<file path="src/rtl/aurora_pkg.sv">
// Shared Aurora receive-side definitions: ordered-set result codes, 8b/10b
// symbol codes and the ordered-set detector state encoding.
package aurora_pkg;

  localparam int INTERMEDIATE_DATA_SIZE = 8;
  localparam int ORDERED_SETS_SIZE      = 4;
  localparam int MAX_LINKS              = 4;

  typedef enum logic [ORDERED_SETS_SIZE-1:0] {
    NONE, K, R, A, I, SP, SPA, VER, SCP, ECP, CC, SNF, SUF, P
  } ordered_sets_e;

  // K-characters
  localparam logic [7:0] K28_5 = 8'hBC;
  localparam logic [7:0] K28_0 = 8'h1C;
  localparam logic [7:0] K28_3 = 8'h7C;
  localparam logic [7:0] K28_1 = 8'h3C;
  localparam logic [7:0] K28_2 = 8'h5C;
  localparam logic [7:0] K27_7 = 8'hFB;
  localparam logic [7:0] K29_7 = 8'hFD;
  localparam logic [7:0] K30_7 = 8'hFE;
  localparam logic [7:0] K23_7 = 8'hF7;
  localparam logic [7:0] K28_4 = 8'h9C;
  localparam logic [7:0] K28_6 = 8'hDC;

  // D-characters used inside ordered sets
  localparam logic [7:0] D21_4 = 8'h95;
  localparam logic [7:0] D10_2 = 8'h4A;
  localparam logic [7:0] D21_5 = 8'hB5;
  localparam logic [7:0] D12_2 = 8'h4C;

  typedef enum logic [3:0] {
    IDLE, HDR, SP1, SP2, SPA1, SPA2, VER1, VER2, SCP1, ECP1, CC1, SUF1
  } os_det_state_e;

endpackage

</file>
<file path="src/rtl/aurora_os_detector.sv">
// Per-lane ordered-set detector: turns decoded 8b/10b symbols into one
// registered ordered_sets_e result per cycle, with a one-entry lookahead slot.
module aurora_os_detector
  import aurora_pkg::*;
#(
  parameter int IDLE_RUN = 4
) (
  input  logic                              clk,
  input  logic                              rst,
  input  logic [INTERMEDIATE_DATA_SIZE-1:0] rx_data,
  input  logic                              rx_is_k,
  input  logic                              rx_err,
  input  logic                              rx_valid,
  output logic                              rx_ready,
  output logic                              os_valid,
  output ordered_sets_e                     os_type,
  output logic                              os_err
);

  localparam logic [3:0] RUN_LEN = 4'(IDLE_RUN);

  os_det_state_e state_reg, state_next;
  logic          pend_valid_reg, pend_valid_next;
  ordered_sets_e pend_type_reg, pend_type_next;
  logic [3:0]    cnt_reg, cnt_next;
  logic          os_valid_reg, os_valid_next;
  ordered_sets_e os_type_reg, os_type_next;
  logic          os_err_reg, os_err_next;

  logic          accept;
  os_det_state_e idle_state;
  logic          idle_v;
  ordered_sets_e idle_t;
  logic          idle_d;

  assign rx_ready = !pend_valid_reg;
  assign accept   = rx_valid && rx_ready;
  assign os_valid = os_valid_reg;
  assign os_type  = os_type_reg;
  assign os_err   = os_err_reg;

  function automatic logic hit(input logic [7:0] code, input logic code_k);
    return (rx_data == code) && (rx_is_k == code_k);
  endfunction

  // What the current symbol would do if the FSM were in IDLE; reused for
  // reprocessing after a mismatch or a bare K28.5.
  always_comb begin
    idle_state = IDLE;
    idle_v     = 1'b0;
    idle_t     = NONE;
    idle_d     = !rx_is_k;
    if (rx_is_k) begin
      case (rx_data)
        K28_5:   idle_state = HDR;
        K28_2:   idle_state = SCP1;
        K29_7:   idle_state = ECP1;
        K23_7:   idle_state = CC1;
        K28_6:   idle_state = SUF1;
        K28_0:   begin idle_v = 1'b1; idle_t = R; end
        K28_3:   begin idle_v = 1'b1; idle_t = A; end
        K28_4:   begin idle_v = 1'b1; idle_t = P; end
        default: begin idle_v = 1'b1; idle_t = NONE; end
      endcase
    end
  end

  always_comb begin
    logic          prim_v;
    ordered_sets_e prim_t;
    logic          reproc;
    logic          match;
    logic          fin;
    os_det_state_e adv;
    ordered_sets_e done;
    logic          clr;

    state_next      = state_reg;
    pend_valid_next = pend_valid_reg;
    pend_type_next  = pend_type_reg;
    cnt_next        = cnt_reg;
    os_valid_next   = 1'b0;
    os_type_next    = NONE;
    os_err_next     = 1'b0;
    prim_v = 1'b0;
    prim_t = NONE;
    reproc = 1'b0;
    match  = 1'b0;
    fin    = 1'b0;
    adv    = IDLE;
    done   = NONE;
    clr    = 1'b0;

    case (state_reg)
      SP1:  begin match = hit(D10_2, 1'b0); adv = SP2; end
      SP2:  begin match = hit(D10_2, 1'b0); fin = 1'b1; done = SP; end
      SPA1: begin match = hit(D12_2, 1'b0); adv = SPA2; end
      SPA2: begin match = hit(D12_2, 1'b0); fin = 1'b1; done = SPA; end
      VER1: begin match = hit(K28_1, 1'b1); adv = VER2; end
      VER2: begin match = hit(K28_1, 1'b1); fin = 1'b1; done = VER; end
      SCP1: begin match = hit(K27_7, 1'b1); fin = 1'b1; done = SCP; end
      ECP1: begin match = hit(K30_7, 1'b1); fin = 1'b1; done = ECP; end
      CC1:  begin match = hit(K23_7, 1'b1); fin = 1'b1; done = CC; end
      SUF1: begin
        fin = 1'b1;
        if (hit(K28_6, 1'b1)) begin match = 1'b1; done = SNF; end
        else if (hit(K28_4, 1'b1)) begin match = 1'b1; done = SUF; end
      end
      default: ;
    endcase

    if (pend_valid_reg) begin
      prim_v          = 1'b1;
      prim_t          = pend_type_reg;
      pend_valid_next = 1'b0;
    end else if (accept) begin
      if (rx_err) begin
        prim_v     = 1'b1;
        prim_t     = NONE;
        state_next = IDLE;
      end else if (state_reg == IDLE) begin
        state_next = idle_state;
        prim_v     = idle_v;
        prim_t     = idle_t;
        clr        = idle_d;
      end else if (state_reg == HDR) begin
        if (hit(D21_4, 1'b0))      state_next = SP1;
        else if (hit(D21_5, 1'b0)) state_next = SPA1;
        else if (hit(K28_1, 1'b1)) state_next = VER1;
        else begin
          prim_v = 1'b1;
          prim_t = K;
          reproc = 1'b1;
        end
      end else if (match) begin
        if (fin) begin
          prim_v     = 1'b1;
          prim_t     = done;
          state_next = IDLE;
        end else begin
          state_next = adv;
        end
      end else begin
        prim_v = 1'b1;
        prim_t = NONE;
        reproc = 1'b1;
      end
    end

    if (reproc) begin
      state_next = idle_state;
      clr        = idle_d;
      if (idle_v) begin
        pend_valid_next = 1'b1;
        pend_type_next  = idle_t;
      end
    end

    // Idle-class results feed the run counter; the run-completing one becomes I.
    if (prim_v) begin
      os_valid_next = 1'b1;
      os_type_next  = prim_t;
      os_err_next   = (prim_t == NONE);
      if (prim_t == K || prim_t == R || prim_t == A) begin
        if (cnt_reg + 4'd1 == RUN_LEN) begin
          os_type_next = I;
          cnt_next     = 4'd0;
        end else begin
          cnt_next = cnt_reg + 4'd1;
        end
      end else begin
        cnt_next = 4'd0;
      end
    end
    if (clr) cnt_next = 4'd0;
  end

  always_ff @(posedge clk) begin
    if (rst) begin
      state_reg      <= IDLE;
      pend_valid_reg <= 1'b0;
      pend_type_reg  <= NONE;
      cnt_reg        <= 4'd0;
      os_valid_reg   <= 1'b0;
      os_type_reg    <= NONE;
      os_err_reg     <= 1'b0;
    end else begin
      state_reg      <= state_next;
      pend_valid_reg <= pend_valid_next;
      pend_type_reg  <= pend_type_next;
      cnt_reg        <= cnt_next;
      os_valid_reg   <= os_valid_next;
      os_type_reg    <= os_type_next;
      os_err_reg     <= os_err_next;
    end
  end

endmodule

</file>
<file path="config.mk">
export PLATFORM = sky130hd
export DESIGN_NAME = aurora_os_detector
export DESIGN_NICKNAME = d
export VERILOG_FILES = /design/src/rtl/aurora_pkg.sv /design/src/rtl/aurora_os_detector.sv
export SDC_FILE = /design/constraint.sdc
export NUM_CORES = 1
export LEC_CHECK = 0
export CORE_MARGIN = 2
export CORE_UTILIZATION = 44
export CTS_CLUSTER_DIAMETER = 60
export CTS_CLUSTER_SIZE = 20
export DETAILED_ROUTE_END_ITERATION = 16
export PLACE_DENSITY = 0.68
export SLEW_MARGIN = 20
export SYNTH_ARGS = -nofsm -noshare
export SYNTH_HDL_FRONTEND = slang
export SYNTH_SLANG_ARGS = --single-unit
</file>
<file path="constraint.sdc">
create_clock -name clk -period 2.57 [get_ports clk]
set_clock_uncertainty 0.15 [all_clocks]
set_input_delay 0.514 -clock clk [delete_from_list [all_inputs] [get_ports clk]]
set_output_delay 0.514 -clock clk [all_outputs]
set_load 0.03 [all_outputs]
</file>
* Yosys cells after proc, flatten, opt, wreduce, memory -nomap -nowiden
Cells that the tools add are included.
W data, S select, Z words.
** Operators by class
- Add/sub/neg operators :: 1
- Eq/ne operators :: 32
- Mux-type cells :: 62
- Bitwise logic cells :: 3
- Reductions and logical operators :: 29
** Operators with widths (count)
- $mux W4 :: 26
- $eq A8 B8 Y1 const B :: 9
- $eq A8 B7 Y1 const B :: 4
- $mux W1 :: 31
- $pmux W4 S7 :: 1
- $eq A4 B3 Y1 const B :: 5
- $pmux W4 S5 :: 1
- $eq A4 B2 Y1 const B :: 4
- $eq A4 B4 Y1 const B :: 4
- $pmux W4 S3 :: 1
- $reduce_or A2 Y1 :: 6
- $logic_and A1 B1 Y1 :: 11
- $pmux W3 S3 :: 1
- $eq A4 B1 Y1 const B :: 2
- $eq A8 B5 Y1 const B :: 1
- $eq A8 B6 Y1 const B :: 1
- $logic_not A4 Y1 :: 2
- $ne A7 B4 Y1 const B :: 1
- $pmux W1 S7 :: 1
- $reduce_or A7 Y1 :: 1
- $reduce_bool A5 Y1 :: 1
- $reduce_or A5 Y1 :: 1
- $add A4 B1 Y4 const B :: 1
- $reduce_and A4 Y1 :: 1
- 6 further kinds :: 10
** Storage, ports and cells
- Register bits after elaboration :: 19
- Input port bits :: 13
- Output and inout bits :: 7
- Logic and storage cells :: 134

* Longest topological paths before layout
- Depth in word-level cells :: 16
- Mapped depth :: 10
- Gate-level depth less buffers :: 8

* Least setup slack after synthesis
Ideal clock, no wire load.
- Path kind :: input to register
- From :: in rx_data[7]
- To :: reg cnt_reg[3]
- Setup time :: 66 ps
- Arrival time :: 2478 ps
- Data required time :: 2354 ps
- Setup slack :: -125 ps
- Stages on the path :: 9
- Buffers on the path :: 1
- Cell sequence :: buf_6 > nand2b_4 > or4_4 > a2111oi_4 > a21oi_2 > a31o_1 > a211oi_2 > a21bo_1 > a21oi_2
** On the way
- Cells in the longest elaborated chain, start to end :: 16
- Elaborated cells between the ends (all ways) :: 69
- Those cells by class :: 18 x eq/ne; 37 x mux; 14 x reduce/logical
** Ends and longest elaborated chain
- from (decl) :: line aurora_os_detector.sv:10 : input logic [INTERMEDIATE_DATA_SIZE-1:0] rx_data,
- $eq A8 B8 Y1 :: line aurora_os_detector.sv:43, aurora_os_detector.sv:54
- $logic_and A1 B1 Y1 :: line aurora_os_detector.sv:43 : return (rx_data == code) && (rx_is_k == code_k);
- $mux W4 :: line aurora_os_detector.sv:107 : else if (hit(K28_4, 1'b1)) begin match = 1'b1; done = SUF; end
- $mux W4 :: line aurora_os_detector.sv:106 : if (hit(K28_6, 1'b1)) begin match = 1'b1; done = SNF; end
- $pmux W4 S7 :: line aurora_os_detector.sv:94 : case (state_reg)
- $mux W4 :: line aurora_os_detector.sv:136 : if (fin) begin
- $mux W4 :: line aurora_os_detector.sv:135 : end else if (match) begin
- $mux W4 :: line aurora_os_detector.sv:126 : end else if (state_reg == HDR) begin
- $mux W4 :: line aurora_os_detector.sv:121 : end else if (state_reg == IDLE) begin
- $mux W4 :: line aurora_os_detector.sv:117 : if (rx_err) begin
- $mux W4 :: line aurora_os_detector.sv:116 : end else if (accept) begin
- $mux W4 :: line aurora_os_detector.sv:112 : if (pend_valid_reg) begin
- $eq A4 B1 Y1 or $eq A4 B2 Y1 (tied branches) :: line aurora_os_detector.sv:164 : if (prim_t == K || prim_t == R || prim_t == A) begin
- $logic_or A1 B1 Y1 (2 in a row) :: line aurora_os_detector.sv:164
- $mux W4 :: line aurora_os_detector.sv:164
- to (signal assigned) :: line aurora_os_detector.sv:191 : cnt_reg <= cnt_next;
- to (decl) :: line aurora_os_detector.sv:25 : logic [3:0] cnt_reg, cnt_next;
Several ways; a longest one is shown, not always the timed one.
A chain may end at the register's enable or synchronous reset.

* Final worst setup path
- From :: reg state_reg[3]
- To :: reg cnt_reg[3]
** On the way
- Cells in the longest elaborated chain, start to end :: 14
- Elaborated cells between the ends (all ways) :: 51
- Those cells by class :: 14 x eq/ne; 29 x mux; 8 x reduce/logical
** Ends and longest elaborated chain
- from (decl) :: line aurora_os_detector.sv:22 : os_det_state_e state_reg, state_next;
- from (signal assigned) :: line aurora_os_detector.sv:188 : state_reg <= state_next;
- $eq A4 B4 Y1 (tied with other cells) :: line aurora_os_detector.sv:94
- $reduce_or A7 Y1 (no source line)
- $mux W1 :: line aurora_os_detector.sv:94
- $mux W4 :: line aurora_os_detector.sv:136
- $mux W4 :: line aurora_os_detector.sv:135
- $mux W4 :: line aurora_os_detector.sv:126
- $mux W4 :: line aurora_os_detector.sv:121
- $mux W4 :: line aurora_os_detector.sv:117
- $mux W4 :: line aurora_os_detector.sv:116
- $mux W4 :: line aurora_os_detector.sv:112
- $eq A4 B1 Y1 or $eq A4 B2 Y1 (tied branches) :: line aurora_os_detector.sv:164
- $logic_or A1 B1 Y1 (2 in a row) :: line aurora_os_detector.sv:164
- $mux W4 :: line aurora_os_detector.sv:164
Several ways; a longest one is shown, not always the timed one.

==> reports/qor.yml <==
cts_buffers: 3
cp_top_family: "compound AO/OA/AOI/OAI gates"
gp_congestion: 0.918
multi_input_area_um2: 1330
synth.yosys.warnings: 0
diodes: 0
dr.pass1.iters: 5
report.final.slew_viol_count: 0
synth_top_cells_by_area: "dfxtp_1 22%, nor2_1 5.3%, nand2_1 4.4%"
finalHoldViolCount: 0
min_period_over_period_pct: 99.3
seqCellArea_um2: 367
relSlewSlack_pct: 70.8
syn-num-nets: 234
synth_seq_area_share_pct: 22.0
htree_levels: 1
design_area_um2: 2480
holdPathStages: 2
synth_top_area_share_pct: 22.0
timing.hold.ws_ns: 0.338
worst_path_most_repeated_cell: "a21oi_2"
async_flop_share_pct: 0
timing.rr.start: "state_reg[3]$_SDFFE_PP0P_"
cp.required_ns: 2.62
grt_setup_unrepaired: "yes"
dieArea_um2: 4220
grt_pass1_vias: 1927
yosys.area.top_type: "dfxtp_1"
crit_arrival_ns: 2.60
io_buffers: 19
core_area_um2: 3610
dr.first_iter.drc_count: 97
root_buffer: "clkbuf_8"
fmax_mhz: 392
post-dp-hpwl_mm: 3.98
worst-path-buf-inv: 1
cp-end-kind: "register"
drv_cap: 0
clock-sinks: 18
drcViolationCount: 0
yosysMostFrequentCell: "nor2_1"
synth-main-ff-cell: "dfxtp_1"
grt_usage_pct: 26.2
syn_to_final_growth_pct: 51.6
r2r-end: "cnt_reg[3]$_SDFFE_PP0N_"
r2r_slack_ns: 0.02
path_clk_slew_ns: 0.08
avgSynthCellArea_um2: 7.47
placed_cells: 330
io_pins: 20
hold_end: "cnt_reg[3]$_SDFFE_PP0N_"
clock_path_buffers: 2
finalSetupViolations: 0
startpoint_type: "register"
status: "finished, final reports clean"
clk_latency_ns: 0.26
p_leak_nw: 0.978
cellPowerDensity_nw_per_um2: 289
num-fill-cells: 307
path_cells: "buf_4, or4_4, a2111oi_4, a21oi_2, a31o_1, a211oi_4, a21bo_1, a21oi_2"
worst_slew_pin_slew_ns: 0.435
drt-total-wl_mm: 5.45
cts_tree: "built"
std_cell_rows: 22
die_y_um: 65.0
drt-wirelength-per-cell_um: 16.1
die_width_um: 65.0
worstRegToRegCells: 8
final_layout_size_suffix_gt1_share_pct: 41.9
grt_pass1_wl_mm: 8.67
synth_edf_count: 0
hp-start: "cnt_reg[3]$_SDFFE_PP0N_"
fin_crit_ns: 2.55
placed_area_um2: 2270
synthCells: 219
overflow: 0
final_antenna_net_count: 0
crit_type: "register to register"
yosys_register_bits: 18
ir_worst_vdd_mv: 0.179
netlist_area_um2: 1640
critPathMaxStageDelay_ns: 0.54
via_per_inst: 5.98
vias: 2026
crit_path_top_delay_cell: "or4_4"
fin_cells: 339
cp_max_fo: 4
antenna_found_initial: 0
hold_class: "register to register"
start_util_pct: 45.4
synthTopCellsByCount: "23 x nor2_1, 19 x nand2_1, 18 x dfxtp_1, 10 x a21oi_1, 10 x nor3_1"
grt_max_degree: 15
fin_nets: 307
ys_types: 67
-- cells in the final DEF (no fill, tap or decap), drive strengths merged, types with 2 or more instances in the layout --
cell type      instances
buf                   69
xor2                   2
a31oi                  4
clkdlybuf4s50         10
nand4b                 2
nand3                  9
or4                    3
o21a                   2
ha                     2
clkbuf                 8
and3                   4
nor3b                  3
or2                    4
a21oi                 13
nand2                 19
o21bai                 3
or3b                   3
nand2b                 7
a22oi                  2
a32oi                  2
nor2b                  6
or4bb                  2
a211oi                 4
a31o                   2
o21ai                  7
nand4                  5
nor2                  23
nor4                   8
dfxtp                 18
nor3                  10
inv                    5
mux2i                  3
nand3b                 4
-- per-layer routing --
layer  track usage [%]  vias to the layer above  share of wire, %
met2              46.8                      110                50
met5                 0                        -                 0
met4              10.6                        0               2.7
met1              31.8                      938                41
li1                  -                      959                 -
met3              2.95                       19               6.9
-- metrics by stage --
stage          power [mW]  setup WS (ns)  setup TNS [ns]  utilization [%]
2_1_floorplan       0.376        -0.0529         -0.0529                -
3_3_place_gp        0.462         -0.678           -8.82             62.9
3_5_place_dp        0.464         -0.697           -9.99             62.9
4_1_cts             0.701        -0.0251         -0.0251             66.6
5_1_grt             0.735        -0.0612          -0.143             68.8
6_report            0.715         0.0185               0             68.8
-- where the power goes --
part           internal (mW)  switching (mW)  leakage, nW
clock network          0.137           0.108       0.0288
registers              0.282         0.00360        0.147
logic                 0.0896          0.0965        0.801
total                  0.508           0.208        0.978
-- worst max path at each step --
stage | from | slack (ns) | cells after the start | end
global placement | rx_data[6] | -0.68 | 9 | cnt_reg[3]$_SDFFE_PP0N_
detailed placement | rx_data[6] | -0.70 | 10 | pend_type_reg[1]$_SDFFE_PP0P_
global route | state_reg[2]$_SDFFE_PP0P_ | -0.06 | 8 | cnt_reg[3]$_SDFFE_PP0N_
floorplan | rx_data[7] | -0.05 | 9 | cnt_reg[3]$_SDFFE_PP0N_
CTS | state_reg[2]$_SDFFE_PP0P_ | -0.03 | 9 | cnt_reg[3]$_SDFFE_PP0N_
finish | state_reg[3]$_SDFFE_PP0P_ | 0.02 | 8 | cnt_reg[3]$_SDFFE_PP0N_
-- cells by family (layout without fill, tap and decap cells) --
group / after synthesis / after routing / share of synthesized area [%]
buffers and inverters: 21 / 93 / 6.35
DFF: 18 / 18 / 22.0
AOI/OAI and AO/OA: 54 / 54 / 25.5
and+or+nand+nor: 118 / 118 / 41.2
xor gates and xnor gates: 3 / 3 / 1.61
muxes: 3 / 3 / 1.84
adders and majority gates: 2 / 2 / 1.53
-- worst min-delay path, cell delays in order, from the launching register on --
cell and delay, ns:
dfxtp_1 0.32, nand2_1 0.07, a21oi_2 0.05
-- cell type report --
class | instances | area share [%]
Sequential cell | 18 | 14.8
Timing Repair Buffer | 84 | 26.2
Inverter | 5 | 0.757
Clock buffer | 4 | 2.22
Tap cell | 48 | 2.42
Multi-Input combinational cell | 180 | 53.6
-- what timing repair did --
| item | 4_1_cts | 5_1_grt |
|---|---|---|
| endpoints found under the setup margin | 17 | 16 |
| pin swaps | 6 | 9 |
| buffers inserted | 3 | 2 |
| hold buffers | 0 | 0 |
| gates resized for setup | 35 | 33 |
| cloned | 0 | 0 |
(Power assumes the default switching activity.)
